<file path="src/rtl/load_store_unit.sv">
// RV32I load/store unit between the memory stage and a word-addressed data memory.
// Loads and SW take one memory cycle; SB/SH do read-modify-write over two cycles.
module load_store_unit #(
  parameter int DATA_WIDTH = 32,
  parameter int ADDR_SIZE  = 32,
  parameter int MEM_DEPTH  = 1024
) (
  input  logic                  clk,
  input  logic                  rst,
  input  logic                  req_valid,
  output logic                  req_ready,
  input  logic                  req_we,
  input  logic [2:0]            req_funct3,
  input  logic [ADDR_SIZE-1:0]  req_addr,
  input  logic [DATA_WIDTH-1:0] req_wdata,
  output logic                  resp_valid,
  output logic [DATA_WIDTH-1:0] resp_rdata,
  output logic                  resp_err,
  output logic [ADDR_SIZE-1:0]  mem_addr,
  output logic [DATA_WIDTH-1:0] mem_din,
  output logic                  mem_w_en,
  output logic                  mem_R_en,
  input  logic [DATA_WIDTH-1:0] mem_dout
);

  // Handshake: a request transfers on a posedge where req_valid & req_ready;
  // req_ready is high only in IDLE out of reset, and resp_valid is a
  // one-cycle pulse whose resp_rdata/resp_err hold until the next response.

  typedef enum logic [1:0] {IDLE, ACCESS, WRITE, ERR} state_t;

  localparam logic [ADDR_SIZE-1:0] DEPTH_W = ADDR_SIZE'(MEM_DEPTH);

  state_t                state, state_next;
  logic                  we_q;
  logic [2:0]            f3_q;
  logic [ADDR_SIZE-1:0]  addr_q;
  logic [DATA_WIDTH-1:0] wdata_q;
  logic [DATA_WIDTH-1:0] merged_q;
  logic                  req_err;

  function automatic logic [DATA_WIDTH-1:0] extend(input logic [2:0] f3,
                                                   input logic [1:0] lane,
                                                   input logic [DATA_WIDTH-1:0] w);
    logic [7:0]  b;
    logic [15:0] h;
    b = w[{lane, 3'b000} +: 8];
    h = lane[1] ? w[31:16] : w[15:0];
    case (f3)
      3'd0:    extend = {{(DATA_WIDTH-8){b[7]}}, b};
      3'd1:    extend = {{(DATA_WIDTH-16){h[15]}}, h};
      3'd4:    extend = {{(DATA_WIDTH-8){1'b0}}, b};
      3'd5:    extend = {{(DATA_WIDTH-16){1'b0}}, h};
      default: extend = w;
    endcase
  endfunction

  // funct3[0] distinguishes SH from SB once SW has been excluded.
  function automatic logic [DATA_WIDTH-1:0] merge(input logic [2:0] f3,
                                                  input logic [1:0] lane,
                                                  input logic [DATA_WIDTH-1:0] w,
                                                  input logic [DATA_WIDTH-1:0] wd);
    merge = w;
    if (f3[0]) merge[{lane[1], 4'b0000} +: 16] = wd[15:0];
    else       merge[{lane, 3'b000} +: 8]      = wd[7:0];
  endfunction

  always_comb begin
    req_err = 1'b0;
    if (req_we) begin
      if (req_funct3 > 3'd2) req_err = 1'b1;
    end else if (req_funct3 == 3'd3 || req_funct3 == 3'd6 || req_funct3 == 3'd7) begin
      req_err = 1'b1;
    end
    if (req_funct3[1:0] == 2'b01 && req_addr[0]) req_err = 1'b1;
    if (req_funct3[1:0] == 2'b10 && req_addr[1:0] != 2'b00) req_err = 1'b1;
    if ((req_addr >> 2) >= DEPTH_W) req_err = 1'b1;
  end

  assign req_ready = (state == IDLE) && !rst;
  assign mem_addr  = addr_q >> 2;

  always_comb begin
    state_next = state;
    mem_R_en   = 1'b0;
    mem_w_en   = 1'b0;
    mem_din    = '0;
    case (state)
      IDLE:   if (req_valid) state_next = req_err ? ERR : ACCESS;
      ACCESS: begin
        if (!we_q) begin
          mem_R_en   = 1'b1;
          state_next = IDLE;
        end else if (f3_q == 3'd2) begin
          mem_w_en   = 1'b1;
          mem_din    = wdata_q;
          state_next = IDLE;
        end else begin
          mem_R_en   = 1'b1;
          state_next = WRITE;
        end
      end
      WRITE: begin
        mem_w_en   = 1'b1;
        mem_din    = merged_q;
        state_next = IDLE;
      end
      ERR:     state_next = IDLE;
      default: state_next = IDLE;
    endcase
  end

  always_ff @(posedge clk or posedge rst) begin
    if (rst) begin
      state      <= IDLE;
      we_q       <= 1'b0;
      f3_q       <= '0;
      addr_q     <= '0;
      wdata_q    <= '0;
      merged_q   <= '0;
      resp_valid <= 1'b0;
      resp_rdata <= '0;
      resp_err   <= 1'b0;
    end else begin
      state      <= state_next;
      resp_valid <= 1'b0;
      case (state)
        IDLE: if (req_valid) begin
          we_q    <= req_we;
          f3_q    <= req_funct3;
          addr_q  <= req_addr;
          wdata_q <= req_wdata;
          // Errors answer in the ERR cycle itself, one cycle after acceptance.
          if (req_err) begin
            resp_valid <= 1'b1;
            resp_err   <= 1'b1;
            resp_rdata <= '0;
          end
        end
        ACCESS: begin
          if (we_q && f3_q != 3'd2) begin
            merged_q <= merge(f3_q, addr_q[1:0], mem_dout, wdata_q);
          end else begin
            resp_valid <= 1'b1;
            resp_err   <= 1'b0;
            resp_rdata <= we_q ? '0 : extend(f3_q, addr_q[1:0], mem_dout);
          end
        end
        WRITE: begin
          resp_valid <= 1'b1;
          resp_err   <= 1'b0;
          resp_rdata <= '0;
        end
        default: ;
      endcase
    end
  end

endmodule
</file>
<file path="config.mk">
export PLATFORM = sky130hd
export DESIGN_NAME = load_store_unit
export DESIGN_NICKNAME = d
export VERILOG_FILES = /design/src/rtl/load_store_unit.sv
export SDC_FILE = /design/constraint.sdc
export NUM_CORES = 1
export LEC_CHECK = 0
export CAP_MARGIN = 20
export CORE_MARGIN = 5
export CORE_UTILIZATION = 40
export CTS_BUF_LIST = sky130_fd_sc_hd__clkbuf_4 sky130_fd_sc_hd__clkbuf_8
export DETAILED_ROUTE_END_ITERATION = 8
export DONT_BUFFER_PORTS = 1
export PLACE_DENSITY = 0.64
export SLEW_MARGIN = 20
export SYNTH_ARGS = -nofsm -noshare
export SYNTH_HDL_FRONTEND = slang
export SYNTH_SLANG_ARGS = --single-unit
</file>
<file path="constraint.sdc">
create_clock -name clk -period 4.6 [get_ports clk]
set_clock_uncertainty 0.15 [all_clocks]
set_input_delay 0.92 -clock clk [delete_from_list [all_inputs] [get_ports clk]]
set_output_delay 0.92 -clock clk [all_outputs]
set_load 0.05 [all_outputs]
</file>
* After elaboration in Yosys (flattened, before gate mapping)
Cells that the tools add are included.
Word-level totals: memory bits (read-only) 0, word-level logic and storage cells 87, bits in latches 0, input bits 103, memories 0, register bits 136, output and inout port bits 101, bits in writable memories 0
Operators by class: reductions and logical operators 15, $add $sub $neg 2, mux-type cells 38, shifts and indexed selects 5, $mul 0, $lt $le $gt $ge 2, bitwise operators 0, divide/modulo/power cells 0, equality and inequality tests 16
Operator list (count):
- $mux 32 | 7
- $pmux 32 s4 | 1
- $pmux 32 s3 | 1
- $bwmux 32 | 2
- $pmux 32 s2 | 1
- $shift 16x7->32 const A | 1
- $shift 8x7->32 const A | 1
- $shiftx 16x7->32 | 1
- $shiftx 32x6->8 | 1
- $shiftx 8x7->32 | 1
- $ge 30x11->1 const B | 1
- $mux 1 | 17
- $mux 16 | 1
- $neg 5->7 | 2
- $eq 3x3->1 const B | 4
- $mux 2 | 4
- $eq 2x2->1 const B | 3
- $eq 3x2->1 const B | 2
- $ne 2x2->1 const B | 3
- $pmux 1 s3 | 2
- $pmux 2 s3 | 1
- $eq 2x1->1 const B | 2
- $logic_and 1x1->1 | 4
- $reduce_and 2->1 | 2
- 12 further kinds | 13

* Depth between registers and ports, before layout
depth after elaboration 11, gate-level depth with buffers 9, gate-level depth less buffers 7

* Worst setup path before layout
Ideal clock, no wire load.
kind register to output, start register state[1], end output port mem_din[10], data required time 3.530 ns, stages on the path, launching flop included 8, path slack 1.429 ns, buffers on the path 1, data arrival time 2.101 ns, path through dfrtp_1 -> inv_1 -> ha_1 -> nand2_1 -> nor2_1 -> clkbuf_1 -> a22oi_1 -> nor2b_1
On the way: word-level cells in the longest chain between the ends 2, elaborated cells on any way between the ends 3, those cells by class eq/ne: 2; mux: 1
Ends and longest elaborated chain:
- start, declared | line 34 | state_t state, state_next;
- start signal, assigned | line 125 | state <= state_next;
- $eq 2x2->1 / $eq 2x1->1 (equally long branches) | line 88 | case (state)
- $pmux 32 s2 * | line 88
- end, declared | line 20 | output logic [DATA_WIDTH-1:0] mem_din,
Mark *: on every way between the ends. The rest lies on a longest branch, timed or not.

* Worst setup path after layout
start register state[0], end output port mem_w_en
On the way: word-level cells in the longest chain between the ends 2, elaborated cells on any way between the ends 3, those cells by class eq/ne: 2; mux: 1
Ends and longest elaborated chain:
- $eq 2x2->1 / $eq 2x1->1 (equally long branches) | line 88
- $pmux 1 s2 * | line 88
- end, declared | line 21 | output logic mem_w_en,
Marked as above.

==> summary.txt <==
Yosys
  – Mean area per synthesized cell: roughly 11 um^2
  – Fraction of registers with async set/reset: between 90% and 100%
  – Most used flip-flop cell after synthesis: dfrtp_1
  – Post-synthesis sequential area ratio: between 40% and 50%
  – Synth Warn #: 0
  – Synth top area cells: dfrtp_1, mux2_2, mux2i_1, a221oi_1, mux2_4
  – Seq cells post-synth: 136
  – Top cells by count, synth: dfrtp_1, mux2_2, mux2i_1, a211oi_1, a221oi_1
  – Number of synthesized flops with an enable pin: 0
  – Cell taking the most area after synthesis: dfrtp_1
  – Mapped Area: between 0.007 and 0.008 mm^2
  – Mapped Cells: between 600 and 700
  – Count of cell types in the netlist: 37
  – Most common cell in the netlist: dfrtp_1
  – Post-synth top area share: 44.33%

CTS
  – Post-CTS setup buffer count: 0
  – # H-tree levels: 4
  – Number of buffers created by CTS: 17
  – CTS root buf: clkbuf_8
  – CTS Buffer Depth: 2
  – Hold_buf cts: 0
  – Clk slew on worst S/H paths: roughly 0.09 ns
  – Cts repair resizes: 0
  – Clock latency on the worst-skew pair: roughly 0.46 ns
  – Clock sink total: 136
  – CTS tree: built

Layout
  – Register Area: between 0.003 and 0.004 mm^2
  – Fill cell count: approximately 1800
  – Final nets: ~770
  – Final Util: between 40% and 50%
  – Multi-input combinational cell area: 0.003671 mm^2
  – Area growth syn-to-layout: 8.100%
  – Share of cells above drive strength 1: approximately 28%

Setup path
  – Crit Path Class: flop to output port
  – Crit path launch type: flop
  – CP max-delay cell: ha_1
  – CP max FO: 34
  – Worst path cell trace: inv_1, ha_1, o21a_1
  – Slowest stage delay, CP: a little under 0.9 ns
  – Setup crit end kind: output port
  – CP Data Arrival Time: around 2.4 ns
  – Worst Path Required: 3.53 ns

Placed design
  – DP HPWL: roughly 16 mm
  – Port Buffer Count: 0
  – GPL Wtd Cong: 0.8205

STA
  – Final min period: approximately 3.5 ns
  – Fin crit share: approximately three quarters
  – Final hold vios: 0
  – Worst-Margin Slew: 0.9713 ns
  – Max Clock Freq: between 200 and 300 MHz
  – Slew Limit Fails: 0
  – Hold WS: around 0.34 ns
  – Setup tns final: 0 ns
  – Setup violations, final: 0
  – Worst relative slew slack: a little over a third
  – Unrepaired setup endpoints after global routing: no

Pwr
  – Switching share of power: between 50% and 60%
  – Total power: 6.976 mW
  – Cell internal pwr: roughly 3.5 mW
  – Pwr Density: roughly 840 mW/mm^2
  – Peak supply drop: 512.7 uV
  – Sw Pwr: around 3.5 mW
  – Clock Power Share: ~15%
  – Register share of total power: 45.3%
  – Lkg Pwr: 3.736 nW
  – Logic pwr share: about two fifths

Global routing
  – Vias in the first global route: 5829
  – Wire length of the first global-routing pass: 34.68 mm
  – GRT Total Usage: roughly a fifth
  – Initial antenna violation count: 2
  – Met3 Use GR: under 10%
  – Grt met1 use: around a quarter
  – Grt met2 use: roughly a third
  – Global route overflow: 0
  – Largest net degree at the start of global routing: just under 80
  – Busiest layer in global routing: met2

Floorplan
  – CORE AREA: 0.01883 mm^2
  – Full die area: 0.02206 mm^2
  – I/O pin count: 204
  – Die W: ~150 um
  – Die height: 148.5 um
  – Rows: 50
  – Starting Density: between 40% and 50%

Route
  – Drc violations: 0
  – Antenna Nets Post-Route: 0
  – Routed length per placed instance: approximately 24 um
  – Via-to-Cell Ratio: slightly below 6
  – Drt first pass iters: 5
  – Vias: approximately 5500
  – DRT iter0 DRCs: 501
  – Final wirelength: ~23 mm

Flow run
  – Max Cap Viol: 0

Worst hold path
  – HP Class: flop to flop

Run status
  – Status: finished clean
metal layers:
| metal | vias to the layer above | wire [um] |
|---|---|---|
| li1 | 2438 | - |
| met3 | 30 | 2569 |
| met5 | - | 7 |
| met4 | 2 | 382 |
| met2 | 259 | 10940 |
| met1 | 2776 | 8616 |
layout by cell type, fill, tap and decap left out, types with 3 or more instances in the layout:
cell type | Yosys | layout
a211oi_1 | 40 | 40
a21o_1 | 33 | 33
a21oi_1 | 4 | 4
a221oi_1 | 40 | 40
a22oi_1 | 32 | 32
a31oi_1 | 9 | 9
buf_4 | 34 | 41
clkbuf_8 | 0 | 18
clkinvlp_4 | 0 | 3
dfrtp_1 | 136 | 134
ha_1 | 10 | 10
inv_1 | 34 | 33
inv_6 | 0 | 5
mux2_2 | 80 | 80
mux2_4 | 21 | 21
mux2i_1 | 43 | 43
nand2_1 | 15 | 14
nor2_1 | 19 | 18
nor2b_1 | 34 | 34
nor3_1 | 4 | 3
nor4_1 | 5 | 5
o21ai_0 | 10 | 10
o221ai_1 | 8 | 8
final cells by class:
type / instances / area share (%)
multi-input cells: 424 / 44.23
inverters: 36 / 1.673
diodes: 1 / 0.03015
repair buffers: 43 / 4.191
flip-flops and latches: 136 / 41.04
well taps: 260 / 3.920
clock inverters: 14 / 1.930
clock buffers: 18 / 2.985
power by group through the flow:
stage | Combinational, mW | Sequential (mW) | Clock (mW)
5_1_grt | 3.03 | 3.24 | 1.12
3_3_place_gp | 2.68 | 3.17 | 0
3_5_place_dp | 2.76 | 3.19 | 0
4_1_cts | 2.78 | 3.17 | 1.06
6_report | 2.78 | 3.16 | 1.04
2_1_floorplan | 3.09 | 2.39 | 0
logic make-up after synthesis:
logic type                 synth area share (%)
and+or+nand+nor                           6.030
DFF                                       44.33
AOI/OAI and AO/OA                         18.25
other                                   0.04884
muxes                                     21.45
buffers and inverters                     8.263
adders and majority gates                 1.630
flip-flops by register name, summed over array words and instances, names as in the netlist:
signal and cells:
addr_q 32, f3_q 3, merged_q 32, resp_err 1, resp_rdata 32, resp_valid 1, state 2, wdata_q 32
we_q 1
path summary, 6_finish.rpt:
path,from,end,slack [ns],cells past startpoint
worst max-delay path,state[0],mem_w_en,1.12,3
worst min-delay path,merged_q[9],merged_q[9],0.34,1
worst max register to register,addr_q[0],merged_q[16],1.50,7
worst min register to register,merged_q[9],merged_q[9],0.34,1
max in group asynchronous,rst,merged_q[17],2.86,2
min in group asynchronous,rst,addr_q[25],0.35,1
stage by stage:
stage	area [um^2]	worst slack (ns)	cells
after floorplan	7685	1.429	687
after global placement	7864	1.456	898
after detailed placement	7864	1.509	898
after CTS	8272	1.065	930
after global routing	8299	0.9078	932
final	8299	1.123	932
critical path, delay by kind of cell (launching register included):
kind	cells	cell delay [ns]
flops	1	0.43
fa+ha+maj	1	0.88
buf+inv	1	0.09
compound gates	1	0.53
Note: power is estimated with default switching activity, not from simulation.
